### config.mk
export PLATFORM = sky130hd
export DESIGN_NAME = ssbcc_outport_uart_tx
export DESIGN_NICKNAME = d
export VERILOG_FILES = /design/src/rtl/ssbcc_uart_pkg.sv /design/src/rtl/ssbcc_sync_fifo.sv /design/src/rtl/ssbcc_outport_uart_tx.sv
export SDC_FILE = /design/constraint.sdc
export NUM_CORES = 1
export LEC_CHECK = 0
export CORE_ASPECT_RATIO = 1.75
export CORE_UTILIZATION = 50
export CTS_CLUSTER_DIAMETER = 40
export DETAILED_ROUTE_END_ITERATION = 7
export HOLD_SLACK_MARGIN = 0.08
export PLACE_DENSITY = 0.66
export SYNTH_ARGS = -nofsm -noshare
export SYNTH_HDL_FRONTEND = slang
export SYNTH_SLANG_ARGS = --single-unit
export TNS_END_PERCENT = 1
### constraint.sdc
create_clock -name i_clk -period 4.77 [get_ports i_clk]
set_input_delay 0.954 -clock i_clk [delete_from_list [all_inputs] [get_ports i_clk]]
set_output_delay 0.954 -clock i_clk [all_outputs]
set_load 0.1 [all_outputs]
### src/rtl/ssbcc_uart_pkg.sv
// Shared definitions for the 9x8 core UART transmitter outport:
// FSM encoding, frame constants and a constant-evaluable clog2.
package ssbcc_uart_pkg;

  typedef enum logic [1:0] {
    ST_IDLE  = 2'd0,
    ST_START = 2'd1,
    ST_DATA  = 2'd2,
    ST_STOP  = 2'd3
  } uart_state_e;

  localparam int DATA_BITS = 8;
  // Wide enough to index the data bits and the (at most two) stop bits.
  localparam int BIT_IDX_W = 3;

  function automatic int clog2(input int value);
    int r;
    r = 0;
    while ((1 << r) < value) r++;
    return r;
  endfunction

endpackage

### src/rtl/ssbcc_sync_fifo.sv
// Single-clock first-word-fall-through FIFO with registered full/empty flags
// derived from an occupancy count; a write while full succeeds only with a pop.
module ssbcc_sync_fifo
  import ssbcc_uart_pkg::*;
#(
  parameter int WIDTH = 8,
  parameter int DEPTH = 16
) (
  input  logic             clk,
  input  logic             rst_n,
  input  logic             wr,
  input  logic [WIDTH-1:0] wr_data,
  input  logic             rd,
  output logic [WIDTH-1:0] rd_data,
  output logic             full,
  output logic             empty
);

  localparam int AW = clog2(DEPTH);
  localparam int CW = AW + 1;
  localparam logic [CW-1:0] COUNT_FULL = CW'(DEPTH);

  logic [WIDTH-1:0] mem [DEPTH];
  logic [AW-1:0]    wr_ptr;
  logic [AW-1:0]    rd_ptr;
  logic [CW-1:0]    count;
  logic [CW-1:0]    count_next;
  logic             wr_en;
  logic             rd_en;

  assign rd_en = rd && !empty;
  assign wr_en = wr && (!full || rd_en);

  always_comb begin
    // NOTE: assign a default first so every path drives count_next and no latch is inferred.
    count_next = count;
    case ({wr_en, rd_en})
      2'b10:   count_next = count + CW'(1);
      2'b01:   count_next = count - CW'(1);
      default: count_next = count;
    endcase
  end

  always_ff @(posedge clk or negedge rst_n) begin
    if (!rst_n) begin
      // NOTE: sequential state uses non-blocking assignments so all flops update together.
      wr_ptr <= '0;
      rd_ptr <= '0;
      count  <= '0;
      full   <= 1'b0;
      empty  <= 1'b1;
    end else begin
      if (wr_en) wr_ptr <= wr_ptr + AW'(1);
      if (rd_en) rd_ptr <= rd_ptr + AW'(1);
      count <= count_next;
      full  <= (count_next == COUNT_FULL);
      empty <= (count_next == '0);
    end
  end

  // NOTE: the storage array has no reset; the pointers and count define validity.
  always_ff @(posedge clk) begin
    if (wr_en) mem[wr_ptr] <= wr_data;
  end

  assign rd_data = mem[rd_ptr];

endmodule

### src/rtl/ssbcc_outport_uart_tx.sv
// Outport consumer for the 9x8 core: queues written bytes and sends them as
// 8N1/8N2 UART frames, back to back while bytes remain, with status for an inport.
module ssbcc_outport_uart_tx
  import ssbcc_uart_pkg::*;
#(
  parameter int BAUD_DIV   = 868,
  parameter int FIFO_DEPTH = 16,
  parameter int NSTOP      = 1
) (
  input  logic       i_clk,
  input  logic       i_rst,
  input  logic [7:0] i_out_data,
  input  logic       i_out_wr,
  input  logic       i_ovf_clr,
  output logic       o_uart_tx,
  output logic       o_fifo_full,
  output logic       o_fifo_empty,
  output logic       o_busy,
  output logic       o_overflow
);

  localparam int BW = clog2(BAUD_DIV);
  localparam logic [BW-1:0]        BAUD_LAST = BW'(BAUD_DIV - 1);
  localparam logic [BIT_IDX_W-1:0] LAST_DATA = BIT_IDX_W'(DATA_BITS - 1);
  localparam logic [BIT_IDX_W-1:0] LAST_STOP = BIT_IDX_W'(NSTOP - 1);

  uart_state_e          state, state_next;
  logic [BW-1:0]        baud_cnt, baud_next;
  logic [BIT_IDX_W-1:0] bit_idx, bit_next;
  logic [7:0]           shift, shift_next;
  logic                 tx_q, tx_next;
  logic                 ovf_q;
  logic                 pop;
  logic                 tick;
  logic                 drop;
  logic [7:0]           fifo_rd_data;
  logic                 fifo_full;
  logic                 fifo_empty;

  ssbcc_sync_fifo #(
    .WIDTH (8),
    .DEPTH (FIFO_DEPTH)
  ) u_fifo (
    .clk     (i_clk),
    .rst_n   (i_rst),
    .wr      (i_out_wr),
    .wr_data (i_out_data),
    .rd      (pop),
    .rd_data (fifo_rd_data),
    .full    (fifo_full),
    .empty   (fifo_empty)
  );

  assign tick = (baud_cnt == '0);
  // A write into a full FIFO is only lost if the transmitter is not popping this cycle.
  assign drop = i_out_wr && fifo_full && !pop;

  always_ff @(posedge i_clk or negedge i_rst) begin
    if (!i_rst) begin
      state    <= ST_IDLE;
      baud_cnt <= '0;
      bit_idx  <= '0;
      shift    <= '0;
      tx_q     <= 1'b1;
      ovf_q    <= 1'b0;
    end else begin
      state    <= state_next;
      baud_cnt <= baud_next;
      bit_idx  <= bit_next;
      shift    <= shift_next;
      tx_q     <= tx_next;
      if (drop)           ovf_q <= 1'b1;
      else if (i_ovf_clr) ovf_q <= 1'b0;
    end
  end

  always_comb begin
    state_next = state;
    baud_next  = baud_cnt;
    bit_next   = bit_idx;
    shift_next = shift;
    pop        = 1'b0;
    case (state)
      ST_IDLE: begin
        if (!fifo_empty) begin
          pop        = 1'b1;
          shift_next = fifo_rd_data;
          baud_next  = BAUD_LAST;
          state_next = ST_START;
        end
      end
      ST_START: begin
        if (tick) begin
          baud_next  = BAUD_LAST;
          bit_next   = '0;
          state_next = ST_DATA;
        end else begin
          baud_next = baud_cnt - BW'(1);
        end
      end
      ST_DATA: begin
        if (tick) begin
          baud_next = BAUD_LAST;
          if (bit_idx == LAST_DATA) begin
            bit_next   = '0;
            state_next = ST_STOP;
          end else begin
            bit_next   = bit_idx + BIT_IDX_W'(1);
            shift_next = shift >> 1;
          end
        end else begin
          baud_next = baud_cnt - BW'(1);
        end
      end
      ST_STOP: begin
        if (tick) begin
          if (bit_idx != LAST_STOP) begin
            bit_next  = bit_idx + BIT_IDX_W'(1);
            baud_next = BAUD_LAST;
          end else if (!fifo_empty) begin
            // Chain straight into the next start bit so frames stay contiguous.
            pop        = 1'b1;
            shift_next = fifo_rd_data;
            bit_next   = '0;
            baud_next  = BAUD_LAST;
            state_next = ST_START;
          end else begin
            bit_next   = '0;
            state_next = ST_IDLE;
          end
        end else begin
          baud_next = baud_cnt - BW'(1);
        end
      end
      default: state_next = ST_IDLE;
    endcase
  end

  // The line level is computed from the next state so the flop output lines up with the state.
  always_comb begin
    tx_next = 1'b1;
    case (state_next)
      ST_START: tx_next = 1'b0;
      ST_DATA:  tx_next = shift_next[0];
      default:  tx_next = 1'b1;
    endcase
    o_busy = (state != ST_IDLE) || !fifo_empty;
  end

  assign o_uart_tx    = tx_q;
  assign o_fifo_full  = fifo_full;
  assign o_fifo_empty = fifo_empty;
  assign o_overflow   = ovf_q;

endmodule

==> impl_metrics.yaml <==
run_status:
  status: "completed"
floorplanning:
  die_height_um: 164.1
  die_w_um: 94.64
  die_area_um2: 15530
  io-pin-count: 17
  start_util_pct: 51.73
  num_rows: 58
  fp.coreArea_um2: 14510
clocking:
  h-tree-depth: 4
  ctsHoldBuffers: 0
  post_cts_buffers: 0
  path_clk_slew_ns: 0.07
  clk_path_buf_depth: 2
  clock-root-buffer: "clkbuf_16"
  cts_buffers: 17
  clkSinkCount: 168
  clk_latency_ns: 0.42
  cts_tree: "done"
  cts-resized-gates: 0
finish:
  layout_commonest_cell: "edfxtp_1"
  ff_latch_area_um2: 4848
  layout-drive-gt1-share_pct: 18.74
  n_fill_cell: 1169
  layout_common_cells: "edfxtp_1, mux4_2, dfrtp_1"
  syn_to_final_growth_pct: 12.21
  antenna_cells: 0
  nets: 525
  multi_input_area_um2: 2507
  fin_util_pct: 58.05
yosys:
  syn-mean-instance-area_um2: 15.77
  synthFlopType: "edfxtp_1"
  synth.distinct_cells: 69
  synth-seq-cells: 168
  synth_area_um2: 7508
  synth_edf_count: 128
  yosysSeqAreaShare_pct: 64.56
  syn-num-nets: 506
  syn-instance-count: 476
  yosys_warnings: 0
  async_flop_share_pct: 23.81
placed_design:
  gp_congestion: 0.8642
  hpwl_um: 10440
  port_buffers: 16
global_route:
  antenna_found_initial: 0
  grt_overflow: 0
  grt_max_degree: 41
  grtUsageTotal_pct: 21.23
  grt_pass1_vias: 4346
  grt_pass1_wl_um: 23810
power_and_ir_drop:
  p_leak_uw: 0.002901
  intPower_uw: 3338
  switching_share_pct: 35.89
  ir_drop_mv: 0.2951
  p_sw_uw: 1869
  power_frac_seq_pct: 41.1
  powerDensity_nw_per_um2: 618.1
  pwr-share-clk_pct: 25.4
  p_comb_share_pct: 33.5
critical_path:
  worstSetupEndpointType: "flip-flop"
  arrival_ns: 4.62
  crit_type: "reg -> reg"
  cp_max_fo: 9
  critPathRequiredTime_ns: 5.09
  start_kind: "flip-flop"
timing:
  rsz0062_at_grt: "false"
  final_max_slew_viol_count: 0
  layout_worst_path_cycle_share_pct: 90.13
  tns_ns: 0
  finalSetupViolCount: 0
  finalClockSkew_ns: 0.01117
  max_slew.worst_pin.slew_ns: 1.044
  fmaxAchievable_ghz: 0.2326
  period_minus_slack_ns: 4.299
  hold_viol: 0
  slew_headroom_pct: 30.12
route:
  routed_via_density: 6.071
  ant_nets: 0
  num_vias: 4171
  drcViolationCount: 0
  wl_um: 14960
  first_iter_violations: 200
  post_drt_wl_per_cell_um: 21.77
  firstDrtPassIters: 5
run:
  max_cap_viol_count: 0
hold_path:
  min-delay-path-class: "reg -> reg"
-- synthesized netlist by cell type, types with 3 or more instances --
| cell | count | share of area [%] |
|---|---|---|
| edfxtp_1 | 128 | 51 |
| mux4_2 | 39 | 12 |
| dfrtp_1 | 38 | 13 |
| nand2_1 | 27 | 1.3 |
| nor2_1 | 25 | 1.2 |
| a21oi_1 | 21 | 1.4 |
| o21ai_0 | 20 | 1.3 |
| ha_1 | 18 | 3.0 |
| inv_1 | 16 | 0.80 |
| clkbuf_1 | 15 | 0.75 |
| nor3_1 | 10 | 0.67 |
| nand3_1 | 9 | 0.60 |
| nand2b_1 | 6 | 0.50 |
| xnor2_1 | 6 | 0.70 |
| xor2_1 | 6 | 0.70 |
| buf_2 | 5 | 0.33 |
| a221o_1 | 4 | 0.53 |
| a41oi_1 | 4 | 0.47 |
| nand4_1 | 4 | 0.33 |
| nor4_1 | 4 | 0.33 |
| o22a_1 | 4 | 0.47 |
| mux2_2 | 3 | 0.45 |
| nor4_4 | 3 | 0.85 |
| o31a_1 | 3 | 0.35 |
| o31ai_1 | 3 | 0.30 |
-- layer usage --
metal  wire, um  part of all wire [%]  track usage [%]  vias to the layer above
met5          0                     0                0                        -
met4        267                   1.8            8.333                        0
met3        262                   1.8            3.657                       20
met2       8722                    58            38.42                       70
met1       5706                    38            24.52                     2148
li1           -                     -                -                     1933
-- state kept, by name, summed over array words and instances, names as in the netlist, 2 cells and up --
register       cells
u_fifo.mem       128
baud_cnt          10
shift              8
u_fifo.count       5
u_fifo.rd_ptr      4
u_fifo.wr_ptr      4
bit_idx            3
state              2
-- cells by family after synthesis --
kind of cell,synth area share [%]
simple gates,8.649
flops,64.56
mux,12.28
compound gates,8.066
xor+xnor,1.400
buf+inv,2.050
fa+ha+maj,3.000
-- metrics by stage --
step | std cells | hold WS [ns] | instance area (um2) | setup WS, ns | power (uW)
after CTS | 687 | 0.5091 | 8426 | 0.4845 | 5262
after floorplan | 476 | 0.4560 | 7508 | 0.9426 | 3458
after global routing | 687 | 0.5407 | 8426 | 0.07139 | 5484
final | 687 | 0.5069 | 8426 | 0.4709 | 5208
after detailed placement | 656 | 0.4956 | 7849 | 0.4680 | 3936
after global placement | 656 | 0.4806 | 7849 | 0.6927 | 3877
-- critical path, cell delays in order, from the launching register on --
cell and delay [ns]:
dfrtp_1 0.41, inv_1 0.09, ha_1 0.21, nor4b_2 0.48
a41oi_2 0.36, o32ai_4 0.50, inv_1 0.12, ha_1 0.29
xor2_1 0.19, ha_1 0.23, or3b_2 0.46, a211oi_1 0.21
o21bai_1 0.10, xnor2_1 0.23, nor4bb_1 0.30
-- worst paths after layout --
kind	start	endpoint	slack, ns	depth (start not counted)
worst max-delay path	baud_cnt[0]	u_fifo.full	0.47	14
worst min-delay path	u_fifo.count[4]	u_fifo.count[4]	0.51	1
worst max register to register	baud_cnt[0]	u_fifo.full	0.47	14
worst min register to register	u_fifo.count[4]	u_fifo.count[4]	0.51	1
max in group asynchronous	i_rst	u_fifo.rd_ptr[0]	3.48	1
min in group asynchronous	i_rst	u_fifo.count[4]	0.66	1
-- final cells by class --
class	instances	share of cell area, %
flip-flops and latches	168	57.54
multi-input cells	269	29.76
clock buffers	17	5.049
well taps	180	2.673
repair buffers	23	2.465
clock inverters	14	1.797
inverters	16	0.7128
-- power groups by stage --
| stage | Sequential (uW) | Combinational (uW) | Clock [uW] |
|---|---|---|---|
| finish | 2140 | 1740 | 1330 |
| global route | 2180 | 1900 | 1410 |
| CTS | 2140 | 1770 | 1350 |
| detailed placement | 2170 | 1760 | 0 |
| global placement | 2160 | 1720 | 0 |
| floorplan | 2110 | 1350 | 0 |
(Power assumes the default switching activity.)
==> RTL edit 1, RTL diff (same settings) <==
The parameter `FIFO_DEPTH` goes from 16 to 32.
--- a/src/rtl/ssbcc_outport_uart_tx.sv
+++ b/src/rtl/ssbcc_outport_uart_tx.sv
@@ -6,3 +6,3 @@
   parameter int BAUD_DIV   = 868,
-  parameter int FIFO_DEPTH = 16,
+  parameter int FIFO_DEPTH = 32,
   parameter int NSTOP      = 1
Function: no difference found for any inputs over 4 cycles, from zero or initial values and one cycle with i_rst low; that may be too few to reach the edited logic, so the function may still have changed.
==> RTL edit 1 against the unedited design <==
Non-clock buffer count rose by 2; area after synthesis rose by 66%; sequential cell count rose by 131; total power rose by 61%; largest cell class unchanged; critical path type unchanged; combinational power rose by 41%; worst setup slack improved by 450 ps; final cell count rose by 54%; count of clock-buffer cells in the layout rose by 14; wire length rose by 79%; critical endpoint unchanged; sequential share of layout area rose by 5.3 points; cell area rose by 66%.
==> RTL edit 1: results (changes against the unedited design) <==
| Parameter | Reported | Change |
|---|---|---|
| Top cells by instance count after synthesis | 256 x sky130_fd_sc_hd__edfxtp_1, 76 x sky130_fd_sc_hd__mux4_2, 49 x sky130_fd_sc_hd__nor2_1 | was 128 x sky130_fd_sc_hd__edfxtp_1, 39 x sky130_fd_sc_hd__mux4_2, 38 x sky130_fd_sc_hd__dfrtp_1 |
| Worst VDD drop | 0.457 mV | was 0.295 mV |
| Maximum number of pins on one net before global-route repair | 57 | was 41 |
| Max clock buf depth | 3 | was 2 |
| Post-layout total power | 8.38 mW | was 5.21 mW |
| Leading registers by flop count | u_fifo.mem x256, baud_cnt x10, shift x8 | was u_fifo.mem x128, baud_cnt x10, shift x8 |
| Via count of the first global-routing pass | 6792 | was 4346 |
| Number of buffers added by the clock tree synthesis step | 29 | was 17 |
| Count of placed standard cells in the final layout, fillers left out | 1058 | was 687 |
| Origin of the worst min-delay path | shift[6]$_DFFE_PN0P_ | was u_fifo.count[4]$_DFF_PN0_ |
| Seq/Total Area, Yosys | 0.704 | was 0.646 |
| Slew Limit Headroom | 0.104 | was 0.301 |
| Post-detailed-routing wire length | 26800 um | was 15000 um |
| Number of flops mapped to enable cells by yosys | 256 | was 128 |
| Crit Path Max Fanout | 8 | was 9 |
| Worst r2r path cells | 16 | was 14 |
| Gate Count Post-Synth | 704 | was 476 |
| Placed instance count | 1006 | was 656 |
| Result of the run | completed | unchanged |
| GRT Overall Usage | 0.222 | was 0.212 |
| Part of the total power dissipated in the clock network | 0.288 | was 0.254 |
| Depth of the CTS H-tree | 1 | was 4 |
| Amount of wire on met3 after detailed routing | 1080 um | was 262 um |
| Routed vias | 6412 | was 4171 |
| Setup clock skew after layout | 20.6 ps | was 11.2 ps |
RTL edit 1: cell types whose count changed in the layout (fill, tap and decap cells not counted), sizes merged, moves of 4 or more:
cell | unedited run | this run
edfxtp | 128 | 256
mux2 | 3 | 7
xnor2 | 6 | 11
mux4 | 39 | 76
nand2 | 27 | 37
nor2b | 2 | 9
clkbuf | 17 | 31
nand2b | 6 | 10
a22oi | 1 | 6
nor2 | 25 | 49
bufinv | 0 | 6
clkinv | 5 | 12
RTL edit 1: worst register-to-register path, delay by kind of cell (launching register included):
| kind | cells | cell delay [ps] |
|---|---|---|
| simple gates | 6 | 1480 |
| fa+ha+maj | 3 | 720 |
| xor+xnor | 3 | 430 |
| compound gates | 2 | 420 |
| flops | 1 | 410 |
| buf+inv | 2 | 280 |
RTL edit 1: area by class of cell:
cell class	count	area, um2
clock inverter	21	274
timing repair buffer	25	243
inverter	18	67.6
tap	312	390
fill	1841	10600
clock buffer	31	733
sequential	299	8770
multi-input combinational	352	3480
RTL edit 1: kinds of logic after synthesis:
logic type                 after synthesis  share of synthesized area
muxes                                   86                      0.146
buffers and inverters                   53                     0.0169
and+or+nand+nor                        157                     0.0650
DFF                                    299                      0.704
AOI/OAI and AO/OA                       76                     0.0393
adders and majority gates               18                     0.0181
xor gates and xnor gates                15                     0.0106
RTL edit 1: through the flow:
step / hold slack (ps) / area, um2 / worst slack [ps]
2_1_floorplan: 455 / 12500 / 1370
3_3_place_gp: 476 / 13000 / 985
3_5_place_dp: 495 / 13000 / 828
4_1_cts: 502 / 14000 / 909
5_1_grt: 541 / 14000 / 536
6_report: 490 / 14000 / 923
RTL edit 1: routing by layer:
layer,track usage,vias to the layer above
li1,-,2848
met1,0.248,3312
met2,0.408,186
met3,0.0251,66
met4,0.122,0
met5,0,-
==> RTL edit 2, RTL diff (same flow settings) <==
Without the edit above. `shift` no longer has a reset.
--- a/src/rtl/ssbcc_outport_uart_tx.sv
+++ b/src/rtl/ssbcc_outport_uart_tx.sv
@@ -62,3 +62,2 @@
       bit_idx  <= '0;
-      shift    <= '0;
       tx_q     <= 1'b1;
@@ -69,3 +68,2 @@
       bit_idx  <= bit_next;
-      shift    <= shift_next;
       tx_q     <= tx_next;
@@ -74,2 +72,6 @@
     end
+  end
+
+  always_ff @(posedge i_clk) begin
+    shift <= shift_next;
   end
Behaviour: no difference found for any inputs over 10 cycles, from zero or initial values and one cycle with i_rst low; that may be too few to reach the edited logic, so the function may still have changed.
==> RTL edit 2 against the unedited design <==
Global-route usage fell by 0.22 points; area after synthesis fell by 0.35%; synthesized cell count increased by 0.21%; cell area is 0.86% higher; sequential cell count unchanged; total power increased by 3.5%; critical path depth down 1; worst setup slack better by 45 ps; wire length is 0.69% lower; critical path type unchanged; critical endpoint is now u_fifo.empty$_DFF_PN1_; largest cell class unchanged.
==> RTL edit 2: results (changes against the unedited design) <==
| Parameter | Reported | Change |
|---|---|---|
| Share of async-settable or async-resettable flops after synthesis | 0.190 | was 0.238 |
| Power density cells | 634 nW/um2 | was 618 nW/um2 |
| Most area-consuming cells after synthesis | sky130_fd_sc_hd__edfxtp_1 54%, sky130_fd_sc_hd__dfrtp_1 10%, sky130_fd_sc_hd__mux4_2 9.6% | was sky130_fd_sc_hd__edfxtp_1 51%, sky130_fd_sc_hd__dfrtp_1 13%, sky130_fd_sc_hd__mux4_2 12% |
| Fillers | 1088 | was 1169 |
| Setup clock skew after layout | 8.75 ps | was 11.2 ps |
| Result of the run | completed | unchanged |
| Clock-cell share of area | 0.0754 | was 0.0685 |
| Post-layout total power | 5.39 mW | was 5.21 mW |
| DP Wirelength | 10500 um | was 10400 um |
| Worst-case setup slack after placement | 558 ps | was 468 ps |
| Layout cells sized above 1 | 0.206 | was 0.187 |
| Wl on met1 | 5620 um | was 5710 um |
| Wire length of the first global-routing pass | 23600 um | was 23800 um |
| Seq/Total Area, Yosys | 0.652 | was 0.646 |
| Flop-to-flop setup slack | 520 ps | was 470 ps |
| GRT Overall Usage | 0.210 | was 0.212 |
| Period minus WS final | 4250 ps | was 4300 ps |
| Crit Path Max Fanout | 20 | was 9 |
| Iter 0 DRT Violations | 234 | was 200 |
| Full die area | 15500 um2 | about the same |
| Maximum number of pins on one net before global-route repair | 33 | was 41 |
| Multi-Input Combinational | 266 | was 269 |
| Non-clock buffer share of cell area | 0.0277 | was 0.0247 |
| Sequential fraction of design power | 0.412 | was 0.411 |
| Worst VDD drop | 0.281 mV | was 0.295 mV |
## RTL edit 2: logic make-up (layout without fill, tap and decap cells)
kind of cell / count (synthesis) / count (layout) / share of synthesized area
compound gates: 94 / 94 / 0.0926
xor+xnor: 13 / 13 / 0.0152
fa+ha+maj: 18 / 18 / 0.0301
buf+inv: 43 / 75 / 0.0247
flops: 168 / 168 / 0.652
mux: 37 / 37 / 0.104
simple gates: 104 / 104 / 0.0819
## RTL edit 2: final timing paths
path	start	end	cells after the start
max in group asynchronous	i_rst	o_uart_tx$_DFF_PN1_	2
min reg2reg	u_fifo.count[4]$_DFF_PN0_	u_fifo.count[4]$_DFF_PN0_	1
min	u_fifo.count[4]$_DFF_PN0_	u_fifo.count[4]$_DFF_PN0_	1
max	state[0]$_DFF_PN0_	u_fifo.empty$_DFF_PN1_	13
max reg2reg	state[0]$_DFF_PN0_	u_fifo.empty$_DFF_PN1_	13
min in group asynchronous	i_rst	u_fifo.wr_ptr[2]$_DFFE_PN0P_	2
